File: config.mk
export PLATFORM = sky130hd
export DESIGN_NAME = qed_instruction_buffer
export DESIGN_NICKNAME = d
export VERILOG_FILES = /design/src/rtl/qed_pkg.sv /design/src/rtl/qed_modify_instruction.sv /design/src/rtl/qed_instruction_buffer.sv
export SDC_FILE = /design/constraint.sdc
export NUM_CORES = 1
export LEC_CHECK = 0
export BUFFER_PORTS_ARGS = -buffer_cell sky130_fd_sc_hd__buf_2
export CAP_MARGIN = 15
export CORE_UTILIZATION = 54
export CTS_CLUSTER_SIZE = 12
export DETAILED_ROUTE_END_ITERATION = 16
export HOLD_SLACK_MARGIN = 0.02
export PLACE_DENSITY = 0.77
export SLEW_MARGIN = 20
export SYNTH_ARGS = -nofsm -noshare
export SYNTH_HDL_FRONTEND = slang
export SYNTH_SLANG_ARGS = --single-unit
File: constraint.sdc
create_clock -name clk -period 3.9 [get_ports clk]
set_input_delay 0 -clock clk [delete_from_list [all_inputs] [get_ports clk]]
set_output_delay 0 -clock clk [all_outputs]
set_load 0.01 [all_outputs]
File: src/rtl/qed_pkg.sv
// Shared constants and register-field decode for the SQED instruction buffer.
// Everything here is pure combinational helpers, with no state.
package qed_pkg;

    localparam logic [6:0] OPC_OP     = 7'b0110011;
    localparam logic [6:0] OPC_OPIMM  = 7'b0010011;
    localparam logic [6:0] OPC_LOAD   = 7'b0000011;
    localparam logic [6:0] OPC_JALR   = 7'b1100111;
    localparam logic [6:0] OPC_STORE  = 7'b0100011;
    localparam logic [6:0] OPC_BRANCH = 7'b1100011;
    localparam logic [6:0] OPC_LUI    = 7'b0110111;
    localparam logic [6:0] OPC_AUIPC  = 7'b0010111;
    localparam logic [6:0] OPC_JAL    = 7'b1101111;

    localparam logic [31:0] NOP_INSTR  = 32'h0000_0013;
    localparam logic [4:0]  DUP_OFFSET = 5'd16;

    localparam logic MODE_ORIG = 1'b0;
    localparam logic MODE_DUP  = 1'b1;

    typedef struct packed {
        logic legal;
        logic use_rd;
        logic use_rs1;
        logic use_rs2;
    } reg_use_t;

    // Which register fields an opcode actually uses; unknown opcodes are illegal.
    function automatic reg_use_t decode_reg_use(input logic [6:0] opcode);
        reg_use_t u;
        u = '0;
        case (opcode)
            OPC_OP:                      u = '{legal: 1'b1, use_rd: 1'b1, use_rs1: 1'b1, use_rs2: 1'b1};
            OPC_OPIMM, OPC_LOAD, OPC_JALR: u = '{legal: 1'b1, use_rd: 1'b1, use_rs1: 1'b1, use_rs2: 1'b0};
            OPC_STORE, OPC_BRANCH:       u = '{legal: 1'b1, use_rd: 1'b0, use_rs1: 1'b1, use_rs2: 1'b1};
            OPC_LUI, OPC_AUIPC, OPC_JAL: u = '{legal: 1'b1, use_rd: 1'b1, use_rs1: 1'b0, use_rs2: 1'b0};
            default:                     u = '0;
        endcase
        return u;
    endfunction

endpackage

File: src/rtl/qed_modify_instruction.sv
// Combinational field decode: checks that a fetched instruction stays in x0-x15
// and produces the x16-x31 duplicate of the instruction at the FIFO head.
module qed_modify_instruction #(
    parameter logic [4:0] DUP_OFFSET = qed_pkg::DUP_OFFSET
) (
    input  logic [6:0]  fetch_opcode,
    input  logic [4:0]  fetch_rd,
    input  logic [4:0]  fetch_rs1,
    input  logic [4:0]  fetch_rs2,
    input  logic [31:0] head_instr,
    output logic        fetch_ok,
    output logic [31:0] dup_instr
);
    import qed_pkg::*;

    reg_use_t fetch_use;
    reg_use_t head_use;

    // x0 must stay x0 so the commit counter keeps ignoring it.
    function automatic logic [4:0] remap_field(input logic [4:0] f);
        return (f == 5'd0) ? 5'd0 : f + DUP_OFFSET;
    endfunction

    // NOTE: every variable written here is assigned a default first, so no latch can be inferred.
    always_comb begin
        fetch_use = decode_reg_use(fetch_opcode);
        fetch_ok  = fetch_use.legal
                    && !(fetch_use.use_rd  && fetch_rd[4])
                    && !(fetch_use.use_rs1 && fetch_rs1[4])
                    && !(fetch_use.use_rs2 && fetch_rs2[4]);
    end

    always_comb begin
        head_use  = decode_reg_use(head_instr[6:0]);
        dup_instr = head_instr;
        if (head_use.legal && head_use.use_rd)
            dup_instr[11:7] = remap_field(head_instr[11:7]);
        if (head_use.legal && head_use.use_rs1)
            dup_instr[19:15] = remap_field(head_instr[19:15]);
        if (head_use.legal && head_use.use_rs2)
            dup_instr[24:20] = remap_field(head_instr[24:20]);
    end

endmodule

File: src/rtl/qed_instruction_buffer.sv
// SQED front-end buffer: forwards and records original instructions, then replays
// them with registers remapped to x16-x31. All outputs are registered.
module qed_instruction_buffer #(
    parameter int          DEPTH      = 8,
    parameter logic [31:0] NOP_INSTR  = qed_pkg::NOP_INSTR,
    parameter logic [4:0]  DUP_OFFSET = qed_pkg::DUP_OFFSET
) (
    input  logic                   clk,
    input  logic                   outside_reset_n,
    input  logic                   qed_ena,
    input  logic [31:0]            ifu_qed_instruction,
    input  logic                   stall,
    input  logic                   exec_dup,
    output logic [31:0]            qed_ifu_instruction,
    output logic                   qed_vld_out,
    output logic                   qed_mode,
    output logic [$clog2(DEPTH):0] fifo_count
);
    import qed_pkg::*;

    localparam int AW = $clog2(DEPTH);
    localparam int CW = AW + 1;

    logic [31:0]   mem [DEPTH];
    logic [AW-1:0] rd_ptr;
    logic [AW-1:0] wr_ptr;

    logic          fifo_empty;
    logic          fifo_full;
    logic          start_dup;
    logic          do_push;
    logic          do_pop;
    logic [31:0]   instr_d;
    logic          vld_d;
    logic          mode_d;
    logic          fetch_ok;
    logic [31:0]   dup_instr;

    qed_modify_instruction #(
        .DUP_OFFSET (DUP_OFFSET)
    ) u_modify (
        .fetch_opcode (ifu_qed_instruction[6:0]),
        .fetch_rd     (ifu_qed_instruction[11:7]),
        .fetch_rs1    (ifu_qed_instruction[19:15]),
        .fetch_rs2    (ifu_qed_instruction[24:20]),
        .head_instr   (mem[rd_ptr]),
        .fetch_ok     (fetch_ok),
        .dup_instr    (dup_instr)
    );

    assign fifo_empty = (fifo_count == '0);
    assign fifo_full  = (fifo_count == CW'(DEPTH));

    // Staying in DUP, an explicit request, or a full FIFO all pop; a DUP cycle
    // that finds the FIFO empty falls through to normal ORIG handling.
    assign start_dup = !fifo_empty && (qed_mode == MODE_DUP || exec_dup || fifo_full);

    always_comb begin
        do_push = 1'b0;
        do_pop  = 1'b0;
        instr_d = qed_ifu_instruction;
        vld_d   = qed_vld_out;
        mode_d  = qed_mode;
        if (!stall) begin
            if (!qed_ena) begin
                instr_d = ifu_qed_instruction;
                vld_d   = 1'b1;
            end else if (start_dup) begin
                do_pop  = 1'b1;
                instr_d = dup_instr;
                vld_d   = 1'b1;
                mode_d  = MODE_DUP;
            end else begin
                mode_d = MODE_ORIG;
                if (fetch_ok) begin
                    do_push = 1'b1;
                    instr_d = ifu_qed_instruction;
                    vld_d   = 1'b1;
                end else begin
                    instr_d = NOP_INSTR;
                    vld_d   = 1'b0;
                end
            end
        end
    end

    // NOTE: sequential state uses non-blocking assignments so every register samples pre-edge values.
    always_ff @(posedge clk or negedge outside_reset_n) begin
        if (!outside_reset_n) begin
            qed_ifu_instruction <= NOP_INSTR;
            qed_vld_out         <= 1'b0;
            qed_mode            <= MODE_ORIG;
            fifo_count          <= '0;
            rd_ptr              <= '0;
            wr_ptr              <= '0;
        end else begin
            qed_ifu_instruction <= instr_d;
            qed_vld_out         <= vld_d;
            qed_mode            <= mode_d;
            if (do_push) begin
                wr_ptr     <= wr_ptr + AW'(1);
                fifo_count <= fifo_count + CW'(1);
            end else if (do_pop) begin
                rd_ptr     <= rd_ptr + AW'(1);
                fifo_count <= fifo_count - CW'(1);
            end
        end
    end

    // NOTE: the storage array is deliberately not reset; the pointers and count decide what is valid.
    always_ff @(posedge clk) begin
        if (do_push)
            mem[wr_ptr] <= ifu_qed_instruction;
    end

endmodule

# [After elaboration in Yosys (flattened, before gate mapping)]
# Memories as Yosys holds them, arrays and structs flattened.
# Index checks and enable logic that the tools add are counted.
[totals] regBits=44 ramBits=256 in_bits=37 output_inout_bits=38 wordCells=88 mem_count=1
[mem_list] name="mem" depth=8 width=32 rd=1 rd_ports_with_merged_regs=0 wr=1 line="qed_instruction_buffer.sv:24" text="logic [31:0] mem [DEPTH];"
[op_classes] n_addsub=7 n_eq_ne=19 mux=24 bitwise=2 n_reduce_logical=29
[op_table] cell="32-bit two-way mux" n=3
[op_table] cell="7-bit by 6-bit equality test with 1-bit output (second input constant)" n=6
[op_table] cell="7-bit equality test (second input constant)" n=6
[op_table] cell="4-bit one-hot mux with 4 select lines" n=2
[op_table] cell="5-bit two-way mux" n=6
[op_table] cell="7-bit by 5-bit equality test with 1-bit output (second input constant)" n=4
[op_table] cell="5-bit adder (second input constant)" n=3
[op_table] cell="5-bit logical NOT" n=3
[op_table] cell="7-bit by 2-bit equality test with 1-bit output (second input constant)" n=2
[op_table] cell="3-bit OR reduction" n=4
[op_table] cell="1-bit two-way mux" n=11
[op_table] cell="1-bit logical AND" n=10
[op_table] cell="4-bit two-way mux" n=2
[op_table] cell="3-bit by 1-bit adder with 3-bit output (second input constant)" n=2
[op_table] cell="4-bit by 1-bit adder with 4-bit output (second input constant)" n=1
[op_table] cell="4-bit equality test (second input constant)" n=1
[op_table] cell="1-bit logical NOT" n=4
[op_table] cell="4-bit logical NOT" n=1
[op_table] cell="2-bit AND reduction" n=2
[op_table] cell="2-bit OR reduction" n=2
[op_table] cell="4-bit by 1-bit subtractor with 4-bit output (second input constant)" n=1
[op_table] cell="1-bit logical OR" n=2
[op_table] cell="1-bit inverter" n=2
[op_table] cell="2-bit nonzero test" n=1

# [Depth between registers and ports, before layout]
[logic_depth] word_depth=14 depth_mapped=11 depth_no_buf=10

# [By module]
# A second synthesis with hierarchy kept.
[unflattened] cells_unflattened=644 area_unflattened_um2=12225.5
[by_module_without_submodules] module="qed_instruction_buffer" instances=1 cells_each=585 area_per_inst_um2=11831.3 seq_area_each_um2=8792.2
[by_module_without_submodules] module="qed_modify_instruction" instances=1 cells_each=59 area_per_inst_um2=394.1 seq_area_each_um2=0.0

# [Worst setup path after synthesis]
# No wires, ideal clock.
[synth_path] path_type="register to register" startpoint="register fifo_count[0]" endpoint="memory mem[0][0] (enable)" setup_ns=0.461 arrival_ns=3.584 slack_ns=-0.145 stages_incl_launch_ff=7 path_buffers=1 period_less_slack_ns=4.045 path_cell_list="dfrtp_1 -> nor4_1 -> a21o_1 -> and3_1 -> buf_2 -> nand2b_1 -> nor3_1"
[synth_between] elab_chain_cells=8 word_cells_on_any_way=10
[synth_lines] item="start, declared" line="qed_instruction_buffer.sv:17" text="output logic [$clog2(DEPTH):0] fifo_count"
[synth_lines] item="start signal, assigned" line="qed_instruction_buffer.sv:102" text="fifo_count <= fifo_count + CW'(1);"
[synth_lines] item="start signal, assigned" line="qed_instruction_buffer.sv:105" text="fifo_count <= fifo_count - CW'(1);"
[synth_lines] item="4-bit equality test / 4-bit logical NOT (equally long branches)" line="qed_instruction_buffer.sv:52, qed_instruction_buffer.sv:51"
[synth_lines] item="1-bit logical OR / 1-bit logical NOT (equally long branches)" line="qed_instruction_buffer.sv:56" text="assign start_dup = !fifo_empty && (qed_mode == MODE_DUP || exec_dup || fifo_full);"
[synth_lines] item="1-bit logical AND *" line="qed_instruction_buffer.sv:56"
[synth_lines] item="1-bit two-way mux *" line="qed_instruction_buffer.sv:68" text="end else if (start_dup) begin"
[synth_lines] item="1-bit two-way mux *" line="qed_instruction_buffer.sv:65" text="if (!qed_ena) begin"
[synth_lines] item="1-bit two-way mux *" line="qed_instruction_buffer.sv:64" text="if (!stall) begin"
[synth_lines] item="1-bit two-way mux *" line="qed_instruction_buffer.sv:112" text="if (do_push)"
[synth_lines] item="1-bit two-way mux (implied by the code) *" line="qed_instruction_buffer.sv:113" text="mem[wr_ptr] <= ifu_qed_instruction;"
[synth_lines] item="end, declared" line="qed_instruction_buffer.sv:24"
# Mark *: on every way between the ends. The rest lies on a longest branch, timed or not.

# [Final worst setup path]
[layout_path] startpoint="register fifo_count[0]" endpoint="memory mem[1][14] (enable)"
# Same word-level chain as after synthesis.

==> results_dict.tcl <==
set metrics [dict create \
    cp_max_fo 16 \
    fin_crit_ns 2.87 \
    crit_path_start_kind "register" \
    slew_viol_final 0 \
    drt_pass1_iterations 5 \
    layout_common_cells "256 x edfxtp_1, 74 x buf_2, 47 x mux4_2" \
    layout.nets 789 \
    end_kind "register" \
    synthMuxAreaShare 0.161 \
    grt_pass1_wl_mm 38.2 \
    cp_data_required_time_ns 4.14 \
    crit_type "register to register" \
    syn_inst 617 \
    fp.dieH_um 151 \
    grt-ovfl-total 0 \
    synth_edf_count 256 \
    gp_congestion 0.798 \
    io_buffers 74 \
    tightest_slew_ns 1.10 \
    p_per_area_mw_per_mm2 615 \
    antennaDiodeCount 0 \
    root_buffer "clkbuf_16" \
    drive_above_1_share 0.262 \
    routedWlPerCell_um 23.4 \
    synth_area_mm2 0.0119 \
    cts-resized-gates 0 \
    clock-sinks 300 \
    synthSimpleGateAreaFrac 0.0383 \
    synth-compound-area-share 0.0379 \
    drt_iter0_drc 455 \
    p_leak_nw 4.88 \
    synth_cell_type_count 50 \
    ys_async_sr_fraction 0.147 \
    setup_tns_ns 0 \
    cts_tree "done" \
    cts_made_buffers 30 \
    row_count 54 \
    clkLatencyLatePin_ns 0.54 \
    r2r_cells 6 \
    clockBufferDepth 3 \
    drc 0 \
    syn_avg_cell_area_um2 19.3 \
    initial_utilization 0.549 \
    vias_per_cell 6.00 \
    grt_antenna_before_repair 0 \
    yosysWarnings 0 \
    io_pins 75 \
    hold_class "input port to asynchronous set/reset pin" \
    setup_viol_count_final 0 \
    post-route-period-util 0.736 \
    yosys_most_used_dff "edfxtp_1" \
    grt_pass1_vias 6786 \
    hpwl_mm 14.5 \
    route.vias.total 6302 \
    maxCapViolations 0 \
    yosysSeqAreaShare 0.737 \
    ir_drop_uv 357 \
    grtUsageTotal 0.229 \
    syn-num-nets 659 \
    area_delta_synth_final_pct 16.7 \
    hold_viol_final 0 \
    core_mm2 0.0218 \
    ys_ff_latch 300 \
    synth_fa_ha_area_frac 0.00587 \
    die-area_mm2 0.0227 \
    power.total_mw 8.56 \
    crit_arrival_ns 3.11 \
    dieWidth_um 151 \
    path_clk_slew_ns 0.06 \
    wl_mm 24.6 \
    status "completed" \
    grt_start_max_net_pins 58 \
    layout_commonest_cell "edfxtp_1" \
    slew-limit-headroom 0.261 \
    synth_xor_area_frac 0.00514 \
    rsz0062_at_grt "no" \
    drtAntennaViolNets 0 \
    fin_skew_ns 0.0142 \
    fmax_ghz 0.348 \
    htreeDepth 1 \
    synth_top_family_by_area "multiplexers" \
]
[synthesized netlist by cell type (2+ instances only)]
cell	instances	area, um^2
nand2b_1	4	25.0
clkbuf_1	10	37.5
mux4_1	17	447
o22ai_1	3	18.8
inv_1	2	7.51
a22o_1	2	17.5
mux2_2	10	113
nand3_1	2	10.0
nand4_1	3	18.8
nor2b_1	3	18.8
xnor2_1	5	43.8
dfrtp_1	41	1030
edfxtp_1	256	7690
nor3_1	4	20.0
buf_6	2	22.5
o21ai_0	16	80.1
nor2_1	42	158
mux4_2	47	1060
o21ai_1	3	15.0
a21o_1	2	15.0
a21oi_1	16	80.1
mux2i_1	30	300
buf_12	2	40.0
buf_2	14	70.1
a221o_1	12	120
a22oi_1	2	15.0
nand2_1	38	143
ha_1	4	50.1
xor2_1	2	17.5
dfstp_2	3	78.8
[cells by family (layout without fill, tap and decap cells)]
group	after synthesis	in the layout
muxes	104	104
DFF	300	300
xor gates and xnor gates	7	7
and+or+nand+nor	105	105
buffers and inverters	31	185
AOI/OAI and AO/OA	65	65
adders and majority gates	5	5
[per-layer routing]
metal	vias to the layer above	wire length, um	track usage
met5	-	0	0
met4	0	574	0.0640
met3	52	1360	0.0358
met2	228	12600	0.393
met1	3262	10100	0.305
li1	2760	-	-
[per-stage QoR]
stage | instance area, um^2 | utilization | worst slack, ns | hold WS, ns | cells
after CTS | 13900 | 0.640 | 1.01 | 0.0263 | 1051
after floorplan | 11900 | - | 0.712 | -0.296 | 617
after global routing | 13900 | 0.640 | 0.819 | 0.0561 | 1051
final | 13900 | 0.640 | 1.03 | 0.0132 | 1051
after global placement | 12700 | 0.584 | 1.11 | 0.0577 | 961
after detailed placement | 12700 | 0.584 | 1.03 | 0.0626 | 961
[path summary, 6_finish.rpt]
check | startpoint | endpoint | slack (ns)
max in group asynchronous | outside_reset_n | qed_ifu_instruction[0]$_DFFE_PN1N_ | 3.07
min reg2reg | qed_ifu_instruction[6]$_DFFE_PN0N_ | qed_ifu_instruction[6]$_DFFE_PN0N_ | 0.50
min | outside_reset_n | qed_ifu_instruction[14]$_DFFE_PN0N_ | 0.01
max reg2reg | fifo_count[0]$_DFFE_PN0P_ | mem[1][14]$_DFFE_PP_ | 1.03
min in group clk | stall | qed_mode$_DFFE_PN0P_ | 0.05
max | fifo_count[0]$_DFFE_PN0P_ | mem[1][14]$_DFFE_PP_ | 1.03
[where the power goes]
group,switching [mW],internal (mW)
registers,0.312,3.65
clock network,1.10,1.51
logic,0.939,1.06
[final cells by class]
type | instances | area (um^2)
Tap cell | 280 | 350
Fill cell | 1465 | 7820
Multi-Input combinational cell | 286 | 3030
Clock buffer | 53 | 878
Sequential cell | 300 | 8800
Timing Repair Buffer | 127 | 853
Clock inverter | 3 | 17.5
Inverter | 2 | 7.51
[worst max-delay path, stage by stage (launching register included)]
cell and delay, ns:
dfrtp_1 0.45, nor4_1 0.39, a21o_1 0.16, and3_1 0.37, nand2b_1 0.32, nor2_4 0.56, buf_4 0.31
[registers in the layout, indices dropped and copies added, names as in the netlist]
register and flops:
qed_mode 1, qed_ifu_instruction 32, fifo_count 4, mem 256, qed_vld_out 1, rd_ptr 3, wr_ptr 3
[timing repair]
item                                   4_1_cts  5_1_grt
setup buffers                                0        0
endpoints found under the hold margin      310        0
setup endpoints to repair                    0        0
hold buffers                                34        0
Note: power is estimated with default switching activity, not from simulation.
